**config.mk**
```make
export PLATFORM = sky130hd
export DESIGN_NAME = div_ctrl
export DESIGN_NICKNAME = d
export VERILOG_FILES = /design/src/rtl/div_ctrl_pkg.sv /design/src/rtl/div_ctrl.sv
export SDC_FILE = /design/constraint.sdc
export NUM_CORES = 1
export LEC_CHECK = 0
export ABC_AREA = 1
export ABC_CLOCK_PERIOD_IN_PS = 1850
export CAP_MARGIN = 10
export CORE_UTILIZATION = 41
export DETAILED_ROUTE_END_ITERATION = 6
export HOLD_SLACK_MARGIN = 0.02
export PLACE_DENSITY = 0.8
export SETUP_SLACK_MARGIN = 0.15
export SLEW_MARGIN = 20
export SYNTH_ARGS = -nofsm -noshare
export SYNTH_HDL_FRONTEND = slang
export SYNTH_SLANG_ARGS = --single-unit
export TNS_END_PERCENT = 10
```
**constraint.sdc**
```tcl
create_clock -name clk -period 1.85 [get_ports clk]
set_clock_uncertainty 0.15 [all_clocks]
set_input_delay 0.37 -clock clk [delete_from_list [all_inputs] [get_ports clk]]
set_output_delay 0.37 -clock clk [all_outputs]
set_load 0.01 [all_outputs]
```
**src/rtl/div_ctrl_pkg.sv**
```systemverilog
// Shared definitions for the divider initiator (div_ctrl).
// Holds the controller state encoding, the handshake level constants
// and the data widths.
package div_ctrl_pkg;

  localparam int unsigned DataW   = 32;
  localparam int unsigned ResultW = 64;

  typedef enum logic [1:0] {
    DIV_IDLE = 2'd0,
    DIV_BUSY = 2'd1,
    DIV_HOLD = 2'd2
  } div_state_e;

  localparam logic DivStart          = 1'b1;
  localparam logic DivStop           = 1'b0;
  localparam logic DivCancel         = 1'b1;
  localparam logic DivNoCancel       = 1'b0;
  localparam logic DivResultReady    = 1'b1;
  localparam logic DivResultNotReady = 1'b0;

  localparam logic [DataW-1:0] zeroword = 32'h0000_0000;

endpackage

```
**src/rtl/div_ctrl.sv**
```systemverilog
// div_ctrl: EX-stage initiator for the multi-cycle divider.
// Accepts DIV/DIVU from EX, drives start/sign/operands/cancel to the
// divider, stalls the pipeline until the result returns, aborts on flush
// and presents {remainder, quotient} as {HI, LO} for writeback.
//
// Ports:
//   clk, rst            clock, synchronous active-high reset
//   div_req, div_signed EX holds a DIV (signed=1) or DIVU (signed=0)
//   opnd1, opnd2        dividend, divisor
//   flush               abort the current operation (highest priority)
//   ex_stall            EX held by a downstream stall
//   div_result/div_done result and ready from the divider
//   div_start, div_cancel, div_sign, div_opdata1/2   registered to divider
//   stallreq            combinational stall request to pipeline control
//   result_o/result_valid  {HI, LO} for EX writeback (valid this cycle)
//
// Build option: define DIV_CTRL_FASTPATH_EN to resolve divisors 0 and 1
// in the request cycle without using the divider.
module div_ctrl
  import div_ctrl_pkg::*;
(
  input  logic               clk,
  input  logic               rst,
  input  logic               div_req,
  input  logic               div_signed,
  input  logic [DataW-1:0]   opnd1,
  input  logic [DataW-1:0]   opnd2,
  input  logic               flush,
  input  logic               ex_stall,
  input  logic [ResultW-1:0] div_result,
  input  logic               div_done,
  output logic               div_start,
  output logic               div_cancel,
  output logic               div_sign,
  output logic [DataW-1:0]   div_opdata1,
  output logic [DataW-1:0]   div_opdata2,
  output logic               stallreq,
  output logic [ResultW-1:0] result_o,
  output logic               result_valid
);

  div_state_e         state_q, state_d;
  logic               start_d, cancel_d, sign_d;
  logic [DataW-1:0]   op1_d, op2_d;
  logic [ResultW-1:0] cap_q, cap_d;
  logic               fast_hit;
  logic [ResultW-1:0] fast_result;

  // Divisor 0 gives 0; divisor 1 gives HI = 0, LO = dividend (any signedness).
`ifdef DIV_CTRL_FASTPATH_EN
  assign fast_hit = (opnd2 == zeroword) || (opnd2 == 32'd1);
`else
  assign fast_hit = 1'b0;
`endif
  assign fast_result = (opnd2 == zeroword) ? {zeroword, zeroword}
                                           : {zeroword, opnd1};

  // State and divider-facing registers.
  always_ff @(posedge clk) begin
    if (rst) begin
      state_q     <= DIV_IDLE;
      div_start   <= DivStop;
      div_cancel  <= DivNoCancel;
      div_sign    <= 1'b0;
      div_opdata1 <= zeroword;
      div_opdata2 <= zeroword;
      cap_q       <= {zeroword, zeroword};
    end else begin
      state_q     <= state_d;
      div_start   <= start_d;
      div_cancel  <= cancel_d;
      div_sign    <= sign_d;
      div_opdata1 <= op1_d;
      div_opdata2 <= op2_d;
      cap_q       <= cap_d;
    end
  end

  // Next state, next register values and combinational outputs.
  always_comb begin
    state_d      = state_q;
    start_d      = div_start;
    cancel_d     = DivNoCancel;
    sign_d       = div_sign;
    op1_d        = div_opdata1;
    op2_d        = div_opdata2;
    cap_d        = cap_q;
    stallreq     = 1'b0;
    result_valid = 1'b0;
    result_o     = {zeroword, zeroword};

    // Combinational outputs are forced to their reset values during rst.
    if (!rst) begin
      if (flush) begin
        state_d  = DIV_IDLE;
        start_d  = DivStop;
        cancel_d = DivCancel;
      end else begin
        unique case (state_q)
          DIV_IDLE: begin
            if (div_req) begin
              if (fast_hit) begin
                result_valid = 1'b1;
                result_o     = fast_result;
                cap_d        = fast_result;
                if (ex_stall) state_d = DIV_HOLD;
              end else begin
                stallreq = 1'b1;
                start_d  = DivStart;
                sign_d   = div_signed;
                op1_d    = opnd1;
                op2_d    = opnd2;
                state_d  = DIV_BUSY;
              end
            end
          end
          DIV_BUSY: begin
            if (div_done == DivResultReady) begin
              result_valid = 1'b1;
              result_o     = div_result;
              cap_d        = div_result;
              start_d      = DivStop;
              state_d      = ex_stall ? DIV_HOLD : DIV_IDLE;
            end else begin
              stallreq = 1'b1;
            end
          end
          DIV_HOLD: begin
            result_valid = 1'b1;
            result_o     = cap_q;
            if (!ex_stall) state_d = DIV_IDLE;
          end
          default: state_d = DIV_IDLE;
        endcase
      end
    end
  end

endmodule

```
Yosys cells after proc, flatten, opt, wreduce, memory -nomap -nowiden --
Cells that the tools add are included. Widths: inputs -> output; s select.
Word-level totals: register bits after elaboration 133, input port bits 135, output and inout port bits 133, logic and storage cells 42
Operators by class: equal/unequal tests 5, muxes and demuxes 22, bitwise logic cells 1, reduce and logical (&&, ||, !) cells 7
Operator list (count):
- $mux 64 | 3
- $pmux 64 s2 | 1
- $reduce_and 3->1 | 4
- $mux 1 | 10
- $mux 2 | 4
- $ne 2x2->1 const B | 3
- $pmux 1 s2 | 3
- $pmux 2 s3 | 1
- $eq 2x1->1 const B | 1
- $eq 2x2->1 const B | 1
- $logic_not 2->1 | 1
- $reduce_bool 2->1 | 1
- $reduce_or 2->1 | 1
- $not 1->1 | 1

Logic depth before layout (Yosys ltp) --
depth in word-level cells 4, mapped depth 9, mapped depth without buffers 8

Worst setup path after synthesis --
No wires, ideal clock.
path kind flip-flop to output port, from register state_q[0], to output port result_o[54], arrival 1.351 ns, required time 1.330 ns, setup slack -0.021 ns, stages on the path, launching flop included 7, path buffers 2, cells stage by stage dfxtp_1 inv_1 ha_1 buf_2 clkbuf_1 nand2_1 a21oi_1
On the way: word-level cells in the longest chain between the ends 4, elaborated cells on any way between the ends 5, those cells by class eq/ne: 2; mux: 3
RTL lines:
- start: declaration | line div_ctrl.sv:42 | div_state_e state_q, state_d;
- start signal: assignment | line div_ctrl.sv:69 | state_q <= state_d;
- $eq 2x2->1 or $eq 2x1->1 (tied branches) | line div_ctrl.sv:99 | unique case (state_q)
- $pmux 64 s2 * | line div_ctrl.sv:99
- $mux 64 * | line div_ctrl.sv:94 | if (flush) begin
- $mux 64 * | line div_ctrl.sv:93 | if (!rst) begin
- end: declaration | line div_ctrl.sv:38 | output logic [ResultW-1:0] result_o,
Every way passes the cells marked *; elsewhere a longest branch is shown, timed or not.

Worst setup path in the final report --
from register state_q[1], to output port result_o[53]
The elaborated chain is that of the path after synthesis.

==> flow_summary.toml <==
[outcome]
violations = "setup timing"
status = "finished with violations"

[worst_setup_path]
cp_slowest_stage_delay_ns = 0.33
crit_top_cell = "nand2_4"
cp_data_arrival_time_ns = 1.74
cpMaxStageDelayCell = "dfxtp_2"
crit_type = "flip-flop to output port"
path_max_fanout = 5
cp-end-kind = "output port"
required_ns = 1.33
cp-start-kind = "flip-flop"
path_cells = "inv_4 > ha_4 > nand2_4 > inv_8 > buf_12 > clkbuf_16 > nand2_4 > a21oi_2 > buf_2"
reg2reg_slack_ns = -0.01

[sta]
tns_ns = -23.36
slew_viol_final = 0
setup_viol = 67
rsz0062_at_grt = "true"
fin_crit_sh = 1.224
max_freq_mhz = 441.6
hold-worst-slack_ns = 0.2303
slew_headroom = 0.3924
worst_slack_ns = -0.4143
hold_viol_final = 0
worst_slew_pin_slew_ns = 0.9114
fin_crit_ns = 2.264

[global_route]
grt_antenna_before_repair = 0
use_met2 = 0.4853
use_met1 = 0.3210
top_usage_layer = "met2"
grt_pass1_vias = 6408
met3_usage = 0.09387
grt-ovfl-total = 0
grt_pass1_wl_um = 31850
track_usage = 0.2799
grt_start_max_net_pins = 78

[clock_network]
cts-buffers-inserted = 17
worst_skew_pair.late_latency_ns = 0.41
cts_tree = "done"
cts_sinks = 133
htreeDepth = 4
root_buffer = "clkbuf_16"
clk_pin_slew_ns = 0.05
cts_buffer_depth = 2

[die]
die_width_um = 120.4
pin_count = 268
initial_core_util = 0.4270
die-height_um = 120.4
dieArea_mm2 = 0.01449
core-area_mm2 = 0.01345
num_rows = 42

[finish]
drive_above_1_share = 0.3022
flow.area_growth_from_synthesis_pct = 75.78
mostFrequentLayoutCell = "nand2_1"
antenna_cells = 0
layout_common_cells = "nand2_1 (338), clkdlybuf4s50_1 (133), dfxtp_1 (131)"
nets = 1263

[power]
ir_worst_vdd_v = 0.0006463
combPwrFrac = 0.162
leakage_nw = 4.040
power_frac_seq = 0.408
p_int_mw = 5.568
p_switching_mw = 1.842
pwr-share-clk = 0.430
p_per_area_mw_per_mm2 = 733.8
sw_frac_of_total = 0.2486

[drt]
avgViaCountPerCell = 5.059
via_count = 6632
firstDrtPassIters = 5
drcViolationCount = 0
routedWlPerCell_um = 15.67
antenna_left = 0
drt-total-wl_um = 20550
drt_iter0_markers = 406

[synthesis]
synth_fp_nets = 966
syn_inst = 826
ys.warnings.count = 0
syn_avg_cell_area_um2 = 6.954
ys_ff_latch = 133
synth_cell_types = 16
yosysSeqAreaShare = 0.4635
syn_area_mm2 = 0.005744

[worst_hold_path]
hold_path.class = "primary input to flip-flop"

[place]
portBuffers = 267
place.gp.congestion = 0.8501
dp_hpwl_um = 12590

[job]
cap_viol_max_count = 0
## final cells by class
type	count	area, µm²
multi-input combinational	616	3353
clock buffer	23	488.0
sequential	133	2668
fill	1022	3356
inverter	15	73.82
clock inverter	8	75.07
timing repair buffer	340	3219
tap	176	220.2
## stage by stage
step	setup slack, ns	cells	total power [mW]	util	instance area, µm²
global placement	-0.7243	1263	4.144	0.6758	9091
CTS	-0.4456	1308	7.410	0.7351	9889
floorplan	0.1003	826	3.492	-	5987
finish	-0.4143	1311	7.409	0.7506	10100
global route	-0.5102	1311	7.697	0.7506	10100
detailed placement	-0.7348	1263	4.152	0.6758	9091
## worst paths after layout
| check | start | cells past startpoint | end |
|---|---|---|---|
| setup reg to reg | state_q[1] | 9 | cap_q[42] |
| setup / recovery | state_q[1] | 9 | result_o[53] |
| hold reg to reg | cap_q[5] | 2 | cap_q[5] |
| hold / removal | rst | 5 | state_q[1] |
## critical path: cells and delay by family (launching register included)
| family | cells | cell delay [ns] |
|---|---|---|
| adders and majority gates | 1 | 0.14 |
| buffers and inverters | 5 | 0.61 |
| and+or+nand+nor | 2 | 0.11 |
| AOI/OAI and AO/OA | 1 | 0.14 |
| DFF | 1 | 0.33 |
## power groups by stage
stage	logic [mW]	registers, mW	clock network [mW]
final	1.20	3.02	3.19
after global routing	1.29	3.03	3.37
after CTS	1.16	3.02	3.23
after detailed placement	1.07	3.08	0
after global placement	1.07	3.07	0
after floorplan	0.381	3.11	0
## per-layer routing
| layer | share of wire | wire [µm] |
|---|---|---|
| met1 | 0.39 | 8051 |
| met2 | 0.50 | 10200 |
| met3 | 0.094 | 1926 |
| met4 | 0.018 | 368 |
| met5 | 0 | 0 |
## synthesized netlist by cell type
| library cell | number | area share |
|---|---|---|
| a21oi_1 | 174 | 0.15 |
| a21oi_2 | 20 | 0.030 |
| buf_2 | 28 | 0.024 |
| buf_4 | 3 | 0.0039 |
| buf_6 | 7 | 0.014 |
| clkbuf_1 | 24 | 0.016 |
| dfxtp_1 | 133 | 0.46 |
| ha_1 | 5 | 0.011 |
| inv_1 | 12 | 0.0078 |
| inv_2 | 3 | 0.0020 |
| nand2_1 | 402 | 0.26 |
| nand3_1 | 2 | 0.0017 |
| nand4_1 | 2 | 0.0022 |
| nor2_1 | 8 | 0.0052 |
| nor2_2 | 2 | 0.0022 |
| nor2_4 | 1 | 0.0020 |
## flip-flops by register name, summed over array words and instances, names as in the netlist
register     count
div_cancel       1
div_opdata1     32
div_start        1
state_q          2
div_sign         1
cap_q           64
div_opdata2     32
## what timing repair did
action | 4_1_cts | 5_1_grt
hold buffers | 0 | 0
gates cloned | 7 | 2
pin swaps | 48 | 25
endpoints found under the setup margin | 256 | 195
buffers inserted | 7 | 1
resized for setup | 443 | 40
## logic make-up after synthesis
group                      share of synthesized area
buffers and inverters                        0.06752
DFF                                           0.4635
and+or+nand+nor                               0.2760
adders and majority gates                    0.01089
AOI/OAI and AO/OA                             0.1821
No activity file was read; power rests on OpenSTA's default activity.
